File: src/rtl/jtkicker_objslot_pkg.sv
// jtkicker_objslot_pkg
// Shared constants and types for the kicker object-ROM slot.
//   SDRAM_AW : SDRAM word address width (16-bit words)
//   WORDS    : 16-bit words fetched per miss (2, or 4 with JTKICKER_OBJSLOT_PAIR_EN)
//   WCNT_W   : width of the fill word counter
//   state_e  : fetch state encoding (IDLE / REQ / WAIT)
// Optional feature macro: JTKICKER_OBJSLOT_PAIR_EN (even/odd pair cache).
package jtkicker_objslot_pkg;

  localparam int SDRAM_AW = 22;

`ifdef JTKICKER_OBJSLOT_PAIR_EN
  localparam int WORDS = 4;
`else
  localparam int WORDS = 2;
`endif

  localparam int WCNT_W = $clog2(WORDS);

  typedef enum logic [1:0] {
    ST_IDLE = 2'd0,
    ST_REQ  = 2'd1,
    ST_WAIT = 2'd2
  } state_e;

endpackage

File: src/rtl/jtkicker_objslot.sv
// jtkicker_objslot
// Responder for the object engine ROM port. A 32-bit request that misses the
// one-entry tagged cache becomes an SDRAM read of consecutive 16-bit words;
// the words are assembled and the entry is tagged valid. Repeat reads of the
// cached address complete combinationally with no SDRAM traffic.
//
// Ports
//   rst, clk                 asynchronous active-high reset, system clock
//   rom_cs, rom_addr         client request (held until rom_ok)
//   rom_ok, rom_data         hit indication and cached 32-bit word
//   inv                      invalidate the cache
//   sdram_req, sdram_addr    SDRAM read request (held until sdram_ack)
//   sdram_ack                request accepted
//   sdram_dok, sdram_data    one 16-bit read word per strobe
//
// Optional feature macro: JTKICKER_OBJSLOT_PAIR_EN
//   Defined: the entry holds an even/odd 32-bit pair fetched as 4 words, the
//   tag ignores rom_addr[0] and rom_data is selected by rom_addr[0].
module jtkicker_objslot
  import jtkicker_objslot_pkg::*;
#(
  parameter int                  AW     = 13,
  parameter logic [SDRAM_AW-1:0] OFFSET = 22'h0
) (
  input  logic                rst,
  input  logic                clk,
  input  logic                rom_cs,
  input  logic [AW-1:0]       rom_addr,
  output logic                rom_ok,
  output logic [31:0]         rom_data,
  input  logic                inv,
  output logic                sdram_req,
  output logic [SDRAM_AW-1:0] sdram_addr,
  input  logic                sdram_ack,
  input  logic                sdram_dok,
  input  logic [15:0]         sdram_data
);

`ifdef JTKICKER_OBJSLOT_PAIR_EN
  localparam int TAG_W = AW - 1;
`else
  localparam int TAG_W = AW;
`endif

  localparam logic [WCNT_W-1:0] WCNT_LAST = WCNT_W'(WORDS - 1);

  state_e              state_q, state_d;
  logic [TAG_W-1:0]    tag_q, tag_d;
  // Tag of the fetch in flight; only the tag bits of the request are needed.
  logic [TAG_W-1:0]    req_tag_q, req_tag_d;
  logic                valid_q, valid_d;
  // Remembers an invalidate seen while a fetch was in flight.
  logic                inv_pend_q, inv_pend_d;
  logic [WCNT_W-1:0]   wcnt_q, wcnt_d;
  logic                sdram_req_q, sdram_req_d;
  logic [SDRAM_AW-1:0] sdram_addr_q, sdram_addr_d;
  logic [15:0]         words_q [WORDS];
  logic [15:0]         words_d [WORDS];

  logic [TAG_W-1:0]    rom_tag;
  logic [SDRAM_AW-1:0] fetch_addr;
  logic                hit;

`ifdef JTKICKER_OBJSLOT_PAIR_EN
  assign rom_tag    = rom_addr[AW-1:1];
  assign fetch_addr = OFFSET + {{(SDRAM_AW-AW-1){1'b0}}, rom_addr[AW-1:1], 2'b00};
  assign rom_data   = rom_addr[0] ? {words_q[3], words_q[2]} : {words_q[1], words_q[0]};
`else
  assign rom_tag    = rom_addr;
  assign fetch_addr = OFFSET + {{(SDRAM_AW-AW-1){1'b0}}, rom_addr, 1'b0};
  assign rom_data   = {words_q[1], words_q[0]};
`endif

  assign hit        = valid_q && (tag_q == rom_tag);
  // Gating on IDLE keeps a half-written word set from ever being reported.
  assign rom_ok     = rom_cs && hit && (state_q == ST_IDLE);
  assign sdram_req  = sdram_req_q;
  assign sdram_addr = sdram_addr_q;

  always_ff @(posedge clk or posedge rst) begin
    if (rst) begin
      state_q      <= ST_IDLE;
      tag_q        <= '0;
      req_tag_q    <= '0;
      valid_q      <= 1'b0;
      inv_pend_q   <= 1'b0;
      wcnt_q       <= '0;
      sdram_req_q  <= 1'b0;
      sdram_addr_q <= '0;
      for (int i = 0; i < WORDS; i++) words_q[i] <= '0;
    end else begin
      state_q      <= state_d;
      tag_q        <= tag_d;
      req_tag_q    <= req_tag_d;
      valid_q      <= valid_d;
      inv_pend_q   <= inv_pend_d;
      wcnt_q       <= wcnt_d;
      sdram_req_q  <= sdram_req_d;
      sdram_addr_q <= sdram_addr_d;
      for (int i = 0; i < WORDS; i++) words_q[i] <= words_d[i];
    end
  end

  always_comb begin
    state_d = state_q;
    case (state_q)
      ST_IDLE: if (rom_cs && !hit && !inv) state_d = ST_REQ;
      ST_REQ:  if (sdram_ack) state_d = ST_WAIT;
      ST_WAIT: if (sdram_dok && wcnt_q == WCNT_LAST) state_d = ST_IDLE;
      default: state_d = ST_IDLE;
    endcase
  end

  always_comb begin
    tag_d        = tag_q;
    req_tag_d    = req_tag_q;
    valid_d      = valid_q;
    inv_pend_d   = inv_pend_q;
    wcnt_d       = wcnt_q;
    sdram_req_d  = sdram_req_q;
    sdram_addr_d = sdram_addr_q;
    words_d      = words_q;

    if (inv) begin
      valid_d = 1'b0;
      if (state_q != ST_IDLE) inv_pend_d = 1'b1;
    end

    case (state_q)
      ST_IDLE: begin
        if (rom_cs && !hit && !inv) begin
          req_tag_d    = rom_tag;
          sdram_addr_d = fetch_addr;
          sdram_req_d  = 1'b1;
          wcnt_d       = '0;
          inv_pend_d   = 1'b0;
        end
      end
      ST_REQ: begin
        if (sdram_ack) sdram_req_d = 1'b0;
      end
      ST_WAIT: begin
        if (sdram_dok) begin
          words_d[wcnt_q] = sdram_data;
          wcnt_d          = wcnt_q + WCNT_W'(1);
          if (wcnt_q == WCNT_LAST) begin
            tag_d      = req_tag_q;
            // An invalidate at any time during the fetch, including this
            // cycle, leaves the freshly filled entry unusable.
            valid_d    = !(inv || inv_pend_q);
            inv_pend_d = 1'b0;
          end
        end
      end
      default: ;
    endcase
  end

endmodule

File: config.mk
export PLATFORM = sky130hd
export DESIGN_NAME = jtkicker_objslot
export DESIGN_NICKNAME = d
export VERILOG_FILES = /design/src/rtl/jtkicker_objslot_pkg.sv /design/src/rtl/jtkicker_objslot.sv
export SDC_FILE = /design/constraint.sdc
export NUM_CORES = 1
export LEC_CHECK = 0
export BUFFER_PORTS_ARGS = -buffer_cell sky130_fd_sc_hd__clkbuf_2
export CORE_UTILIZATION = 51
export CTS_CLUSTER_DIAMETER = 60
export CTS_CLUSTER_SIZE = 24
export DETAILED_ROUTE_END_ITERATION = 10
export GPL_ROUTABILITY_DRIVEN = 0
export PLACE_DENSITY = 0.79
export SLEW_MARGIN = 20
export SYNTH_ARGS = -nofsm -noshare
export SYNTH_HDL_FRONTEND = slang
export SYNTH_SLANG_ARGS = --single-unit
export TNS_END_PERCENT = 10
File: constraint.sdc
create_clock -name clk -period 2.7 [get_ports clk]
set_clock_uncertainty 0.1 [all_clocks]
set_input_delay 0.27 -clock clk [delete_from_list [all_inputs] [get_ports clk]]
set_output_delay 0.27 -clock clk [all_outputs]
set_load 0.1 [all_outputs]
==> results.cfg <==
[status]
status = finished, final reports clean

[cells_and_area]
drive_above_1_share_pct = 49.70
area_growth_syn_to_layout_pct = 23.06
fin_nets = 364
diodes = 0

[die]
initial_core_util_pct = 54.17
core_area_mm2 = 0.005608
die_h_um = 79.18
rows = 27
ios = 91
die_area_mm2 = 0.006269
die_w_um = 79.18

[timing]
final.setup.tns_ps = 0
worstMarginPinSlew_ps = 795.8
rsz0062_at_grt = false
final-setup-viol-count = 0
maxSlewHeadroom_pct = 46.95
slew_violations = 0
finalHoldViolations = 0
period_minus_slack_ps = 2288
fmax_mhz = 437.1
whs_ps = 21.27
timing.final.crit_share_pct = 84.74

[global_routing]
grt_max_degree = 65
grt_pass1_wl_um = 10290
first_global_vias = 2135
grt_usage_pct = 21.84
antenna_found_initial = 0
grt_overflow = 0

[yosys]
yosysTopAreaCellShare_pct = 52.72
yosys-top-cells-area = dfrtp_1 (53%), mux2_2 (17%), and3b_1 (3.7%)
synthArstFlopShare_pct = 100.0
ys_top_cells_by_count = dfrtp_1 (64), mux2_2 (45), nand2_1 (16)
synth_edf_count = 0
synth-seq-cells = 64
synth_cell_types = 34
synth_top_area_cell = dfrtp_1
syn_area_mm2 = 0.003038
yosysMostFrequentCell = dfrtp_1
syn_avg_cell_area_um2 = 12.55
ys_warn_count = 0
yosys_most_used_dff = dfrtp_1
syn_inst = 242
synth-seq-area-share_pct = 52.72

[placement]
dpl.hpwl_um = 4303
io_buffers = 81

[critical_path]
required_ps = 2330
critPathMaxFanout = 2
path_cells = xor2_1, nor4_4, and4_1, and3_1, buf_12
critPathLaunch = tag_q[4]
worstSetupPathType = flop to primary output
end_kind = primary output
worstSetupStartpointType = flop
cpPeakStageDelay_ps = 380
arrival_ps = 1920
rr_startpoint = state_q[0]
cpMaxStageDelayCell = dfrtp_1

[clocking]
ctsResizeCount = 0
cts_sinks = 64
cts_hold_buf = 0
root_buffer = clkbuf_8
cts_tree = done
clock_path_buffers = 2
h-tree-depth = 3
clk_latency_ps = 330
cts_buffers = 9
post-cts-setup-buffers = 0
clk_pin_slew_worst_paths_ps = 70

[route]
drtIter0Drc = 111
wl_um = 6229
vias = 2185
drc = 0
viasPerCell = 5.382
wire_per_inst_um = 15.34
drtAntennaViolNets = 0
first_pass_iters = 4

[flow_run]
maxCapViolCount = 0

[min_path]
hp-start = inv
hold_path_class = primary input to flop
==> placed cells by master, fill, tap and decap left out, drive strengths merged, types with 2 or more instances in the layout <==
| cell | synthesis | layout |
|---|---|---|
| clkbuf | 9 | 91 |
| dfrtp | 64 | 64 |
| mux2 | 45 | 45 |
| nand2 | 16 | 16 |
| o21ai | 14 | 14 |
| xor2 | 13 | 13 |
| and3b | 13 | 13 |
| nand4 | 13 | 13 |
| o211ai | 13 | 13 |
| buf | 15 | 12 |
| conb | 1 | 9 |
| nor2 | 5 | 5 |
| nor4 | 3 | 3 |
| nand3 | 2 | 2 |
| bufinv | 0 | 2 |
| clkinvlp | 0 | 2 |
| inv | 2 | 2 |
| or2 | 2 | 2 |
==> cell type report <==
cell class                      count  area, um2
Clock inverter                      5      80.08
Clock buffer                       11      141.4
Fill cell                         442       1869
Timing Repair Buffer               92      503.0
Tap cell                           72      90.09
Sequential cell                    64       1602
Multi-Input combinational cell    160       1315
Inverter                            2      7.507
==> cells by family after synthesis <==
| group | count (synthesis) | synth area share [%] |
|---|---|---|
| buffers and inverters | 26 | 4.983 |
| other | 1 | 0.1234 |
| xor gates and xnor gates | 13 | 3.748 |
| AOI/OAI and AO/OA | 32 | 8.155 |
| and+or+nand+nor | 61 | 13.59 |
| muxes | 45 | 16.68 |
| DFF | 64 | 52.72 |
==> worst paths after layout <==
path | endpoint | slack, ps | depth (start not counted)
worst min register to register | sdram_req | 380 | 2
max in group asynchronous | tag_q[10] | 1930 | 3
worst max-delay path | rom_ok | 410 | 5
worst max register to register | tag_q[6] | 760 | 3
worst min-delay path | valid_q | 20 | 2
min in group asynchronous | rom_data[1] | 30 | 3
==> registers in the layout, summed over array words and instances, names as in the netlist <==
signal and flops:
valid_q 1, sdram_req 1, tag_q 13, wcnt_q 1, inv_pend_q 1, sdram_addr 13
rom_data 32, state_q 2
==> critical path: cells and delay by family (launching register included) <==
kind	cells	cell delay (ps)
xor+xnor	1	190
buf+inv	1	190
flops	1	380
simple gates	3	830
==> per-layer routing <==
layer / share of wire (%) / vias up / GRT usage, %
li1: - / 1027 / -
met1: 42 / 1056 / 27.92
met2: 48 / 95 / 32.93
met3: 8.2 / 7 / 6.897
met4: 1.4 / 0 / 11.82
met5: 0 / - / 0
==> metrics by stage <==
step,util [%],instance area (um2),cells,setup slack (ps)
2_1_floorplan,-,3068,250,290.4
3_3_place_gp,62.72,3517,390,767.3
3_5_place_dp,62.72,3517,390,759.9
4_1_cts,66.67,3739,406,384.6
5_1_grt,66.67,3739,406,321.9
6_report,66.67,3739,406,412.0
Power is not shown: default switching activity piles up to over one toggle a cycle in this logic, so the estimate is an artifact.
